<file path="config.mk">
export PLATFORM = sky130hd
export DESIGN_NAME = nmi_apb_bridge
export DESIGN_NICKNAME = d
export VERILOG_FILES = /design/src/rtl/nmi_apb_pkg.sv /design/src/rtl/nmi_apb_bridge.sv
export SDC_FILE = /design/constraint.sdc
export NUM_CORES = 1
export LEC_CHECK = 0
export CAP_MARGIN = 10
export CORE_MARGIN = 3
export CORE_UTILIZATION = 40
export DETAILED_ROUTE_END_ITERATION = 10
export PLACE_DENSITY = 0.8
export RECOVER_POWER = 25
export SYNTH_ARGS = -nofsm -noshare
export SYNTH_HDL_FRONTEND = slang
export SYNTH_SLANG_ARGS = --single-unit
export TNS_END_PERCENT = 100
</file>
<file path="constraint.sdc">
create_clock -name clk_i -period 2.7 [get_ports clk_i]
set_input_delay 0.54 -clock clk_i [delete_from_list [all_inputs] [get_ports clk_i]]
set_output_delay 0.54 -clock clk_i [all_outputs]
set_load 0.05 [all_outputs]
</file>
<file path="src/rtl/nmi_apb_pkg.sv">
// Shared types and constants for the NMI-to-APB bridge.
// Holds the FSM encoding, the error data word and the width helpers.
package nmi_apb_pkg;

  typedef enum logic [1:0] {
    IDLE,
    SETUP,
    ACCESS,
    RESP
  } state_e;

  localparam logic [31:0] ERR_DATA_DEF = 32'hDEAD_BEEF;

  function automatic int strb_width(input int dw);
    return dw / 8;
  endfunction

  // Keeps at least one counter bit so a zero timeout still elaborates.
  function automatic int cnt_width(input int t);
    return (t < 1) ? 1 : $clog2(t + 1);
  endfunction

endpackage

</file>
<file path="src/rtl/nmi_apb_bridge.sv">
// NMI responder that turns each accepted request into one APB transfer.
// A bounded ACCESS timeout keeps a hung peripheral from stalling the bus.
module nmi_apb_bridge
  import nmi_apb_pkg::*;
#(
  parameter int                        ADDR_WIDTH = 32,
  parameter int                        DATA_WIDTH = 32,
  parameter int                        TIMEOUT    = 255,
  parameter logic [DATA_WIDTH-1:0]     ERR_DATA   = ERR_DATA_DEF
) (
  input  logic                         clk_i,
  input  logic                         rst_i,
  input  logic                         nmi_valid_i,
  input  logic [ADDR_WIDTH-1:0]        nmi_addr_i,
  input  logic [DATA_WIDTH-1:0]        nmi_wdata_i,
  input  logic [strb_width(DATA_WIDTH)-1:0] nmi_wstrb_i,
  output logic                         nmi_ready_o,
  output logic [DATA_WIDTH-1:0]        nmi_rdata_o,
  output logic [ADDR_WIDTH-1:0]        apb_paddr_o,
  output logic                         apb_psel_o,
  output logic                         apb_penable_o,
  output logic                         apb_pwrite_o,
  output logic [DATA_WIDTH-1:0]        apb_pwdata_o,
  output logic [strb_width(DATA_WIDTH)-1:0] apb_pstrb_o,
  input  logic [DATA_WIDTH-1:0]        apb_prdata_i,
  input  logic                         apb_pready_i,
  input  logic                         apb_pslverr_i,
  output logic                         err_o
);

  localparam int SW = strb_width(DATA_WIDTH);
  localparam int CW = cnt_width(TIMEOUT);
  localparam logic [CW:0] TO_LIM = TIMEOUT[CW:0];

  state_e                state_q, state_d;
  logic [ADDR_WIDTH-1:0] addr_q, addr_d;
  logic [DATA_WIDTH-1:0] wdata_q, wdata_d;
  logic [SW-1:0]         strb_q, strb_d;
  logic                  pwrite_q, pwrite_d;
  logic [DATA_WIDTH-1:0] rdata_q, rdata_d;
  logic [CW-1:0]         cnt_q, cnt_d;

  logic [CW:0] cnt_inc;
  logic        tmo_hit;
  logic        psel;
  logic        penable;
  logic        ready;
  logic        err;

  assign cnt_inc = {1'b0, cnt_q} + {{CW{1'b0}}, 1'b1};
  assign tmo_hit = (TIMEOUT != 0) && (cnt_inc >= TO_LIM);

  always_comb begin
    state_d  = state_q;
    addr_d   = addr_q;
    wdata_d  = wdata_q;
    strb_d   = strb_q;
    pwrite_d = pwrite_q;
    cnt_d    = cnt_q;
    rdata_d  = '0;
    psel     = 1'b0;
    penable  = 1'b0;
    ready    = 1'b0;
    err      = 1'b0;
    unique case (state_q)
      IDLE: begin
        if (nmi_valid_i) begin
          addr_d   = nmi_addr_i;
          wdata_d  = nmi_wdata_i;
          strb_d   = nmi_wstrb_i;
          pwrite_d = |nmi_wstrb_i;
          cnt_d    = '0;
          state_d  = SETUP;
        end
      end
      SETUP: begin
        psel    = 1'b1;
        state_d = ACCESS;
      end
      ACCESS: begin
        psel    = 1'b1;
        penable = 1'b1;
        if (!(&cnt_q)) cnt_d = cnt_inc[CW-1:0];
        // pready has priority over a timeout landing on the same cycle
        if (apb_pready_i) begin
          if (!pwrite_q)
            rdata_d = apb_pslverr_i ? ERR_DATA : apb_prdata_i;
          err     = apb_pslverr_i;
          state_d = RESP;
        end else if (tmo_hit) begin
          if (!pwrite_q) rdata_d = ERR_DATA;
          err     = 1'b1;
          state_d = RESP;
        end
      end
      RESP: begin
        ready   = nmi_valid_i;
        state_d = IDLE;
      end
      default: state_d = IDLE;
    endcase
  end

  always_ff @(posedge clk_i) begin
    if (rst_i) begin
      state_q  <= IDLE;
      addr_q   <= '0;
      wdata_q  <= '0;
      strb_q   <= '0;
      pwrite_q <= 1'b0;
      rdata_q  <= '0;
      cnt_q    <= '0;
    end else begin
      state_q  <= state_d;
      addr_q   <= addr_d;
      wdata_q  <= wdata_d;
      strb_q   <= strb_d;
      pwrite_q <= pwrite_d;
      rdata_q  <= rdata_d;
      cnt_q    <= cnt_d;
    end
  end

  assign nmi_ready_o   = ready;
  assign nmi_rdata_o   = rdata_q;
  assign apb_paddr_o   = addr_q;
  assign apb_psel_o    = psel;
  assign apb_penable_o = penable;
  assign apb_pwrite_o  = pwrite_q;
  assign apb_pwdata_o  = wdata_q;
  assign apb_pstrb_o   = strb_q;
  assign err_o         = err;

endmodule

</file>
==> impl_metrics.csv, run 1 <==
group,metric,value,unit
logic_synthesis,synth_nets,619,
layout,drive_above_1_share,0.1063,
run,cap_violations,0,
logic_synthesis,synth_cell_types,43,
timing,slew_viol_final,0,
status,outcome,"completed",
power_and_ir_drop,powerDensity,796.9,nW/um^2
global_route,met2_usage,0.3697,
floorplanning,die-area,11890,sq um
logic_synthesis,async_flop_share,0,
timing,period_share,0.9771,
floorplanning,core_area,10040,sq um
setup_path,crit_path_end_kind,"output pin",
clock_network,worstSkewPairLatency,0.36,ns
clock_network,cts.reportedPaths.clkPinSlew,0.11,ns
clock_network,clock_path_buffers,2,
global_route,track_usage,0.2089,
logic_synthesis,synth_area_per_cell,8.357,sq um
logic_synthesis,synth_warnings,0,
route,first_iter_violations,239,
route,wirelength,12.74,mm
setup_path,worstSetupStartpointType,"register",
layout,final.fill_count,815,
global_route,grt_pass1_vias,4238,
floorplanning,die_w,109.0,um
logic_synthesis,synth-seq-cells,111,
global_route,use_met3,0.08822,
setup_path,endpoint,"err_o",
route,drtPass1Iterations,4,
layout,layout_commonest_cell,"clkdlybuf4s50_1",
global_route,grt-ovfl-total,0,
timing,setup_viol,0,
route,wire_per_inst,15.02,um
place,placed_area,6419,sq um
route,dr_total_vias,4261,
clock_network,h-tree-depth,3,
layout,final_net_count,822,
clock_network,root_buffer,"clkbuf_8",
worst_hold_path,hp-class,"reg2reg",
power_and_ir_drop,irDropWorstVdd,402.7,uV
setup_path,rrSetupSlack,0.43,ns
floorplanning,dieHeight,109.0,um
timing,slew_headroom,0.08320,
clock_network,cts_tree,"built",
layout,multi_input_area,1904,sq um
timing,period_needed,2.638,ns
logic_synthesis,synth_area,4245,sq um
global_route,grt_pass1_wl,19.80,mm
place,hpwl,9.127,mm
place,place.gp.congestion,0.8849,
layout,design_area,6765,sq um
layout,area_delta_synth_final,59.36,%
logic_synthesis,postSynthCellCount,508,
global_route,grt.busiest_layer,"met2",
global_route,grt_max_degree,79,
logic_synthesis,ys_seq_area_frac,0.5234,
logic_synthesis,synth_edf_count,0,
layout,antenna_cells,0,
global_route,antenna_found_initial,1,
timing,finalHoldViolations,0,
floorplanning,rows,36,
timing,clock.fmax,379.1,MHz
power_and_ir_drop,p_leak,2.472,nW
floorplanning,initial_core_util,0.4226,
floorplanning,ioPinCount,210,
setup_path,cp.required,2.16,ns
layout,final_cell_mix,"clkdlybuf4s50_1 (205), nand2_1 (152), dfxtp_1 (106), a21oi_1 (77), nor2_1 (33)",
setup_path,r2r_end,"apb_paddr_o[26]",
setup_path,cp_data_arrival_time,2.10,ns
timing,rsz0062_at_grt,"true",
power_and_ir_drop,p_total,0.005391,W
setup_path,worstPathMaxFanout,7,
setup_path,r2r_cells,6,
route,route.detailed.drc,0,
route,drt-vias-per-instance,5.025,
logic_synthesis,synthFlopType,"dfxtp_1",
timing,worst_pin_slew,1.375,ns
layout,register_area,2233,sq um
place,portBuffers,209,
route,ant_nets,0,
clock_network,cts_made_buffers,9,
setup_path,cp-startpoint,"cnt_q[1]",
clock_network,cts.sinks,111,
clock_network,cts_hold_buffers,0,
timing,final.setup_skew,0.01296,ns
setup_path,r2r_start,"state_q[0]",
global_route,use_met1,0.2249,
setup_path,critPathKind,"reg2out",
repair_timing:
action                                  4_1_cts  5_1_grt
gates resized for setup                      13        4
pin swaps                                     2        6
endpoints found under the setup margin        1        1
endpoints found under the hold margin         0        0
setup buffers                                 2        8
cells in the mapped netlist (all sizes together) (2+ instances only):
cell type,instances,share of area
nand2,152,0.13
nor2,34,0.030
nor2b,2,0.0029
ha,6,0.018
clkbuf,29,0.026
a31oi,3,0.0044
buf,7,0.012
o21ai,4,0.0047
nand3,5,0.0059
dfxtp,111,0.52
a21oi,77,0.091
nand2b,6,0.0088
and3,2,0.0029
and2,12,0.018
mux2i,2,0.0047
inv,5,0.0044
a311oi,4,0.0083
a32oi,2,0.0085
a21boi,2,0.0062
nor3,26,0.053
cell families (layout without fill, tap and decap cells):
family | after synthesis | after routing | share of synthesized area
adder cells (fa/ha/maj) | 6 | 6 | 0.01768
AO/OA/AOI/OAI | 99 | 99 | 0.1371
flip-flops | 111 | 111 | 0.5234
buffers and inverters | 41 | 248 | 0.04185
multiplexers | 2 | 2 | 0.004716
AND/OR/NAND/NOR | 249 | 249 | 0.2753
cell type report:
cell class              instances  share of cell area
repair buffers                228              0.3286
flip-flops and latches        111              0.3301
multi-input cells             356              0.2815
inverters                       5            0.002774
clock buffers                   9             0.01831
clock inverters                 6             0.01406
well taps                     133             0.02460
flip-flops by register name, summed over array words and instances (netlist names):
name	flops
apb_paddr_o	32
apb_pwdata_o	32
nmi_rdata_o	32
state_q	2
apb_pstrb_o	4
apb_pwrite_o	1
cnt_q	8
stage by stage:
step / setup TNS [ns] / util / cells / hold WS (ns) / worst slack, ns
global placement: 0 / 0.6390 / 823 / 0.4409 / 0.2443
detailed placement: 0 / 0.6390 / 823 / 0.4461 / 0.1612
floorplan: 0 / - / 508 / 0.5124 / 0.02508
finish: 0 / 0.6735 / 848 / 0.4586 / 0.06182
CTS: 0 / 0.6689 / 840 / 0.4614 / 0.01915
global route: -0.03423 / 0.6735 / 848 / 0.4819 / -0.03423
critical path, stage by stage (launching register included):
cell and delay (ns):
dfxtp_4 0.40, ha_4 0.18, nand2b_1 0.07, or4_4 0.43, a32oi_4 0.30, a21boi_4 0.09
nor2_2 0.10, buf_6 0.17
where the power goes:
| group | switching [W] | internal, W |
|---|---|---|
| clock | 0.000569 | 0.000526 |
| sequential | 0.000116 | 0.00186 |
| combinational | 0.00154 | 0.000779 |
worst min path at each step:
| stage | startpoint | endpoint | depth (start not counted) |
|---|---|---|---|
| global route | apb_paddr_o[22] | apb_paddr_o[22] | 2 |
| global placement | apb_pwdata_o[31] | apb_pwdata_o[31] | 2 |
| finish | apb_paddr_o[30] | apb_paddr_o[30] | 2 |
| detailed placement | apb_paddr_o[22] | apb_paddr_o[22] | 2 |
| CTS | apb_pwdata_o[11] | apb_pwdata_o[11] | 2 |
| floorplan | cnt_q[6] | cnt_q[6] | 1 |
per-layer routing:
| metal | routed length (um) | share of wire |
|---|---|---|
| met4 | 208 | 0.016 |
| met5 | 7 | 0.00055 |
| met1 | 4833 | 0.38 |
| met3 | 1513 | 0.12 |
| met2 | 6174 | 0.48 |
Power figures use the tool's default switching activity.
==> run 2: changes to the inputs <==
CTS_CLUSTER_SIZE = 20   (was default)
==> results of run 2 <==
No change in the layout: final DEF, timing and power equal those of run 1.
